--- src/rtl/quad_sum_unpack.sv ---
`default_nettype none
// ============================================================================
// Module      : quad_sum_unpack
// Description : Unpacks a 48-bit FOUR12 sum word (four 12-bit lanes plus a
//               per-lane carry) into a stream of 13-bit lane results, one
//               lane per cycle, with valid/ready handshakes on both sides.
//               A saturating counter tracks emitted lanes whose carry is set.
//
// Parameters  : LANE_DESCEND  0 = emit lanes 0,1,2,3; 1 = emit lanes 3,2,1,0
//               OVF_CNT_W     width of the overflow counter
//
// Ports       : clk        rising-edge clock
//               rst_n      asynchronous active-low reset
//               in_sum     packed word, lane n = bits [12n+11:12n]
//               in_carry   per-lane carry, bit n belongs to lane n
//               in_valid   input word valid
//               in_ready   input word accepted this cycle
//               out_sum    {carry, 12-bit sum} of the current lane
//               out_lane   index of the current lane
//               out_last   current lane is the final lane of the word
//               out_valid  out_* valid
//               out_ready  downstream accepts out_* this cycle
//               ovf_clr    synchronous clear of ovf_cnt (wins over increment)
//               ovf_cnt    saturating count of emitted lanes with carry set
//
// Build macro : QUAD_SUM_UNPACK_SATURATE_EN - when defined, a lane with its
//               carry set is emitted clamped to 13'h0FFF.
//
// Revision    : 1.0 - initial release
// ============================================================================
module quad_sum_unpack #(
   parameter int LANE_DESCEND = 0,
   parameter int OVF_CNT_W    = 16
) (
   input  logic                 clk,
   input  logic                 rst_n,
   input  logic [47:0]          in_sum,
   input  logic [3:0]           in_carry,
   input  logic                 in_valid,
   output logic                 in_ready,
   output logic [12:0]          out_sum,
   output logic [1:0]           out_lane,
   output logic                 out_last,
   output logic                 out_valid,
   input  logic                 out_ready,
   input  logic                 ovf_clr,
   output logic [OVF_CNT_W-1:0] ovf_cnt
);

   localparam logic [0:0] c_st_empty = 1'b0;
   localparam logic [0:0] c_st_shift = 1'b1;

   localparam logic [1:0] c_first_lane = (LANE_DESCEND != 0) ? 2'd3 : 2'd0;
   localparam logic [1:0] c_last_lane  = (LANE_DESCEND != 0) ? 2'd0 : 2'd3;

   localparam logic [OVF_CNT_W-1:0] c_ovf_max = '1;
   localparam logic [OVF_CNT_W-1:0] c_ovf_one = OVF_CNT_W'(1);

   logic [0:0]           r_state;
   logic [0:0]           w_state_nxt;
   logic [47:0]          r_sum;
   logic [3:0]           r_carry;
   logic [1:0]           r_ptr;
   logic [1:0]           w_ptr_step;
   logic [OVF_CNT_W-1:0] r_ovf_cnt;
   logic [11:0]          w_lane_sum;
   logic                 w_lane_carry;
   logic                 w_in_fire;
   logic                 w_out_fire;

   assign w_in_fire  = in_valid & in_ready;
   assign w_out_fire = out_valid & out_ready;

   // Pointer walks upward or downward; wrap-around past the last lane is
   // harmless because the next word always reloads the first lane.
   assign w_ptr_step = (LANE_DESCEND != 0) ? (r_ptr - 2'd1) : (r_ptr + 2'd1);

   // ---------------------------------------------------------------- state
   always_ff @(posedge clk or negedge rst_n) begin
      if (!rst_n) begin
         r_state <= c_st_empty;
      end else begin
         r_state <= w_state_nxt;
      end
   end

   // ----------------------------------------------------------- next state
   always_comb begin
      w_state_nxt = r_state;
      case (r_state)
         c_st_empty: begin
            if (w_in_fire) begin
               w_state_nxt = c_st_shift;
            end
         end
         c_st_shift: begin
            // Leaving the last lane: a coincident new word keeps us shifting.
            if (w_out_fire && out_last && !w_in_fire) begin
               w_state_nxt = c_st_empty;
            end
         end
         default: w_state_nxt = c_st_empty;
      endcase
   end

   // ------------------------------------------------------ handshake outputs
   always_comb begin
      in_ready  = 1'b1;
      out_valid = 1'b0;
      out_last  = 1'b0;
      case (r_state)
         c_st_empty: begin
            in_ready  = 1'b1;
            out_valid = 1'b0;
            out_last  = 1'b0;
         end
         c_st_shift: begin
            out_valid = 1'b1;
            out_last  = (r_ptr == c_last_lane);
            // Only accept the next word as the final lane leaves, so the
            // held word is never overwritten early and no bubble appears.
            in_ready  = out_last & out_ready;
         end
         default: begin
            in_ready  = 1'b1;
            out_valid = 1'b0;
            out_last  = 1'b0;
         end
      endcase
   end

   // -------------------------------------------------------- word / pointer
   always_ff @(posedge clk or negedge rst_n) begin
      if (!rst_n) begin
         r_sum   <= '0;
         r_carry <= '0;
         r_ptr   <= '0;
      end else if (w_in_fire) begin
         r_sum   <= in_sum;
         r_carry <= in_carry;
         r_ptr   <= c_first_lane;
      end else if (w_out_fire) begin
         r_ptr   <= w_ptr_step;
      end
   end

   // ------------------------------------------------------------ lane select
   always_comb begin
      w_lane_sum = r_sum[11:0];
      case (r_ptr)
         2'd0:    w_lane_sum = r_sum[11:0];
         2'd1:    w_lane_sum = r_sum[23:12];
         2'd2:    w_lane_sum = r_sum[35:24];
         default: w_lane_sum = r_sum[47:36];
      endcase
   end

   assign w_lane_carry = r_carry[r_ptr];
   assign out_lane     = r_ptr;

`ifdef QUAD_SUM_UNPACK_SATURATE_EN
   // Clamp an overflowing lane to the largest 12-bit value.
   assign out_sum = w_lane_carry ? 13'h0FFF : {1'b0, w_lane_sum};
`else
   assign out_sum = {w_lane_carry, w_lane_sum};
`endif

   // -------------------------------------------------------- overflow count
   always_ff @(posedge clk or negedge rst_n) begin
      if (!rst_n) begin
         r_ovf_cnt <= '0;
      end else if (ovf_clr) begin
         r_ovf_cnt <= '0;
      end else if (w_out_fire && w_lane_carry && (r_ovf_cnt != c_ovf_max)) begin
         r_ovf_cnt <= r_ovf_cnt + c_ovf_one;
      end
   end

   assign ovf_cnt = r_ovf_cnt;

endmodule
`default_nettype wire

--- config.mk ---
export PLATFORM = sky130hd
export DESIGN_NAME = quad_sum_unpack
export DESIGN_NICKNAME = d
export VERILOG_FILES = /design/src/rtl/quad_sum_unpack.sv
export SDC_FILE = /design/constraint.sdc
export NUM_CORES = 1
export LEC_CHECK = 0
export CAP_MARGIN = 30
export CORE_MARGIN = 2
export CORE_UTILIZATION = 52
export DETAILED_ROUTE_END_ITERATION = 8
export GPL_TIMING_DRIVEN = 0
export PLACE_DENSITY_LB_ADDON = 0.08
export REMOVE_ABC_BUFFERS = 1
export SYNTH_ARGS = -nofsm -noshare
export SYNTH_HDL_FRONTEND = slang
export SYNTH_SLANG_ARGS = --single-unit
--- constraint.sdc ---
create_clock -name clk -period 4.92 [get_ports clk]
set_input_delay 0.492 -clock clk [delete_from_list [all_inputs] [get_ports clk]]
set_output_delay 0.492 -clock clk [all_outputs]
set_load 0.03 [all_outputs]
==> impl_results.md <==
- 1st-iter DRT viols: approximately 170
- Setup crit end kind: primary output
- Worst Setup SP: out_lane[1]
- Register area share after synthesis: 51.3%
- Outcome: finished clean
- Core Region: 0.00639 mm^2
- TritonRoute pass-1 iters: 4
- Root Buffer: clkbuf_8
- RSZ-0062 raised after global routing: false
- Antenna diode count: 0
- Slew margin rel.: 38.4%
- Critical Path RT: around 4400 ps
- Mapped Cells: around 280
- Hold Vio Cnt, Final: 0
- Layout area overhead: 34.3%
- Yosys reg bits: slightly above 70
- Commonest non-fill, non-tap cells in the layout: clkdlybuf4s50_1, dfrtp_1, mux2_2
- Starting density of the core: approximately 54%
- Post-DP Area: ~0.0044 mm^2
- Yosys Warn Count: 0
- Pleak: between 1.5 and 2 nW
- Crit-path slowest cell: ha_1
- Final instance area: 0.00465 mm^2
- Final Wtd Congestion: approximately 0.74
- Worst r2r path cells: 4
- Hpwl dp: 4850 um
- Via Count: 2547
- Die Area: 0.00732 mm^2
- Clock transition at path regs: 70 ps
- Drt drc: 0
- Synth Cell Area: 0.00346 mm^2
- Initial antenna violation count: 0
- Port bufs: 90
- FF-to-FF Start: out_lane[1]
- Grt ovf: 0
- Worst-case vdd ir drop: roughly 0.00045 V
- Storage element area: roughly 0.0018 mm^2
- Cells along the critical path: ha_1, mux2i_1, clkdlybuf4s50_1
- Vias per inst: approximately 5.7
- DRT antenna net count: 0
- Share of layout cells above drive strength 1: a little under a quarter
- Fill cells: between 400 and 500
- GRT Util Overall: 20.6%
- Largest net degree at the start of global routing: 69
- Slowest stage delay, CP: roughly 800 ps
- Area of the multi-input gates: between 0.0015 and 0.002 mm^2
- Worst slew pin tran: around 920 ps
- Max Fclk: between 300 and 400 MHz
- Tcrit/Tclk final: around 64%
- Finish-stage setup viols: 0
- IO Pins: between 90 and 100
- Row Count: 29
- Commonest non-fill, non-tap cell in the layout: clkdlybuf4s50_1
- CP Launch Type: flop
- Clock Sinks: between 70 and 80
- Max_cap viols: 0
- WP data arrival: ~2700 ps
- Vias in the first global route: between 2000 and 2500
- TritonCTS clock tree: built
- WS Path Type: flop to primary output
- Worst hold slack: 488 ps
- Global-route wire length before repair: roughly 12000 um
- Average wire per standard cell: about 16 um
- Final #Nets: approximately 430
- Final Skew: about 7.6 ps
- Pins Over Slew Limit: 0
- Worst Hold Class: primary input to asynchronous set/reset pin
- Die Y-Extent: about 86 um
- Final period demand of the worst path: 3150 ps
- # H-tree levels: 3
- Crit path max fanout: 12
- Distinct cells, synth: 34
- Final core occ: between 70 and 80%
- Sum of negative setup slack: 0 ps
- Maximum clock path buffer count: 2
- TritonCTS buffer count: 9
- Syn avg cell area: approximately 12 um^2
- Post-Route WL: a little over 7000 um
- PD cells: approximately 590 mW/mm^2
- Worst-Skew Late Latency: ~340 ps
- Die width: ~86 um
[critical path, delay by kind of cell (launching register included)]
kind | cells | cell delay, ps
adder cells (fa/ha/maj) | 1 | 800
buffers and inverters | 1 | 700
flip-flops | 1 | 530
multiplexers | 1 | 290
[final timing paths]
| path | endpoint | slack, ps |
|---|---|---|
| worst min-delay path | r_carry[2] | 490 |
| worst min register to register | r_carry[2] | 510 |
| worst max register to register | ovf_cnt[14] | 2680 |
| min in group clk | r_carry[2] | 510 |
| worst max-delay path | out_sum[11] | 1770 |
| max in group asynchronous | ovf_cnt[2] | 3910 |
[cell type report]
class                      count  area share (%)
clock inverter                 5            1.72
clock buffer                  11            3.26
sequential                    71            38.2
timing repair buffer          93            20.6
multi-input combinational    178            32.9
tap                           77            2.07
inverter                      15            1.21
[synthesized netlist by cell type, drive strengths merged]
cell type,instances,area share [%]
dfrtp,71,51
mux2,60,20
inv,15,1.6
mux2i,14,4.0
a222oi,12,3.5
buf,12,2.3
nand2,12,1.3
a21oi,11,1.6
nor2,8,0.87
nor2b,7,1.3
nor4,7,1.3
ha,6,2.2
nand4,6,1.1
o31ai,6,1.3
or4,6,1.3
clkbuf,5,0.54
and2,4,0.72
and4,4,1.1
and3,2,0.36
nand3,2,0.29
o21ai,2,0.29
a2bb2oi,1,0.43
and3b,1,0.25
nand2b,1,0.18
nor3,1,0.14
o21ba,1,0.29
o31a,1,0.25
or3,1,0.18
or3b,1,0.25
xnor2,1,0.25
[stage by stage]
| stage | total power (W) | cells | setup slack (ps) |
|---|---|---|---|
| floorplan | 0.00176 | 264 | 2050 |
| global placement | 0.00219 | 431 | 831 |
| detailed placement | 0.00222 | 433 | 2150 |
| CTS | 0.00276 | 450 | 1740 |
| global route | 0.00291 | 450 | 1610 |
| finish | 0.00274 | 450 | 1770 |
[report_power, final]
part,switching [W],internal [W]
Clock,0.000218,0.000312
Combinational,0.000633,0.000620
Sequential,0.000137,0.000817
Total,0.000988,0.00175
[per-layer routing]
metal | track usage (%) | vias to the layer above | share of wire (%)
met5 | 0 | - | 0
met3 | 4.91 | 10 | 6.7
met1 | 29.2 | 1245 | 45
met4 | 7.79 | 0 | 1.0
li1 | - | 1211 | -
met2 | 31.0 | 81 | 47
[repair_timing]
item / 4_1_cts / 5_1_grt
hold buffers: 1 / 0
endpoints found under the hold margin: 3 / 0
gates resized for setup: 0 / 0
buffers inserted: 0 / 0
[flip-flops by register name, indices dropped and copies added, names as in the netlist]
name / count
r_state: 1
r_sum: 48
r_carry: 4
out_lane: 2
ovf_cnt: 16
[kinds of logic after synthesis]
family	count (synthesis)	synth area share, %
compound gates	34	7.63
xor+xnor	1	0.253
fa+ha+maj	6	2.17
buf+inv	32	4.48
flops	71	51.3
mux	74	23.6
simple gates	63	10.6
(Power assumes the default switching activity.)
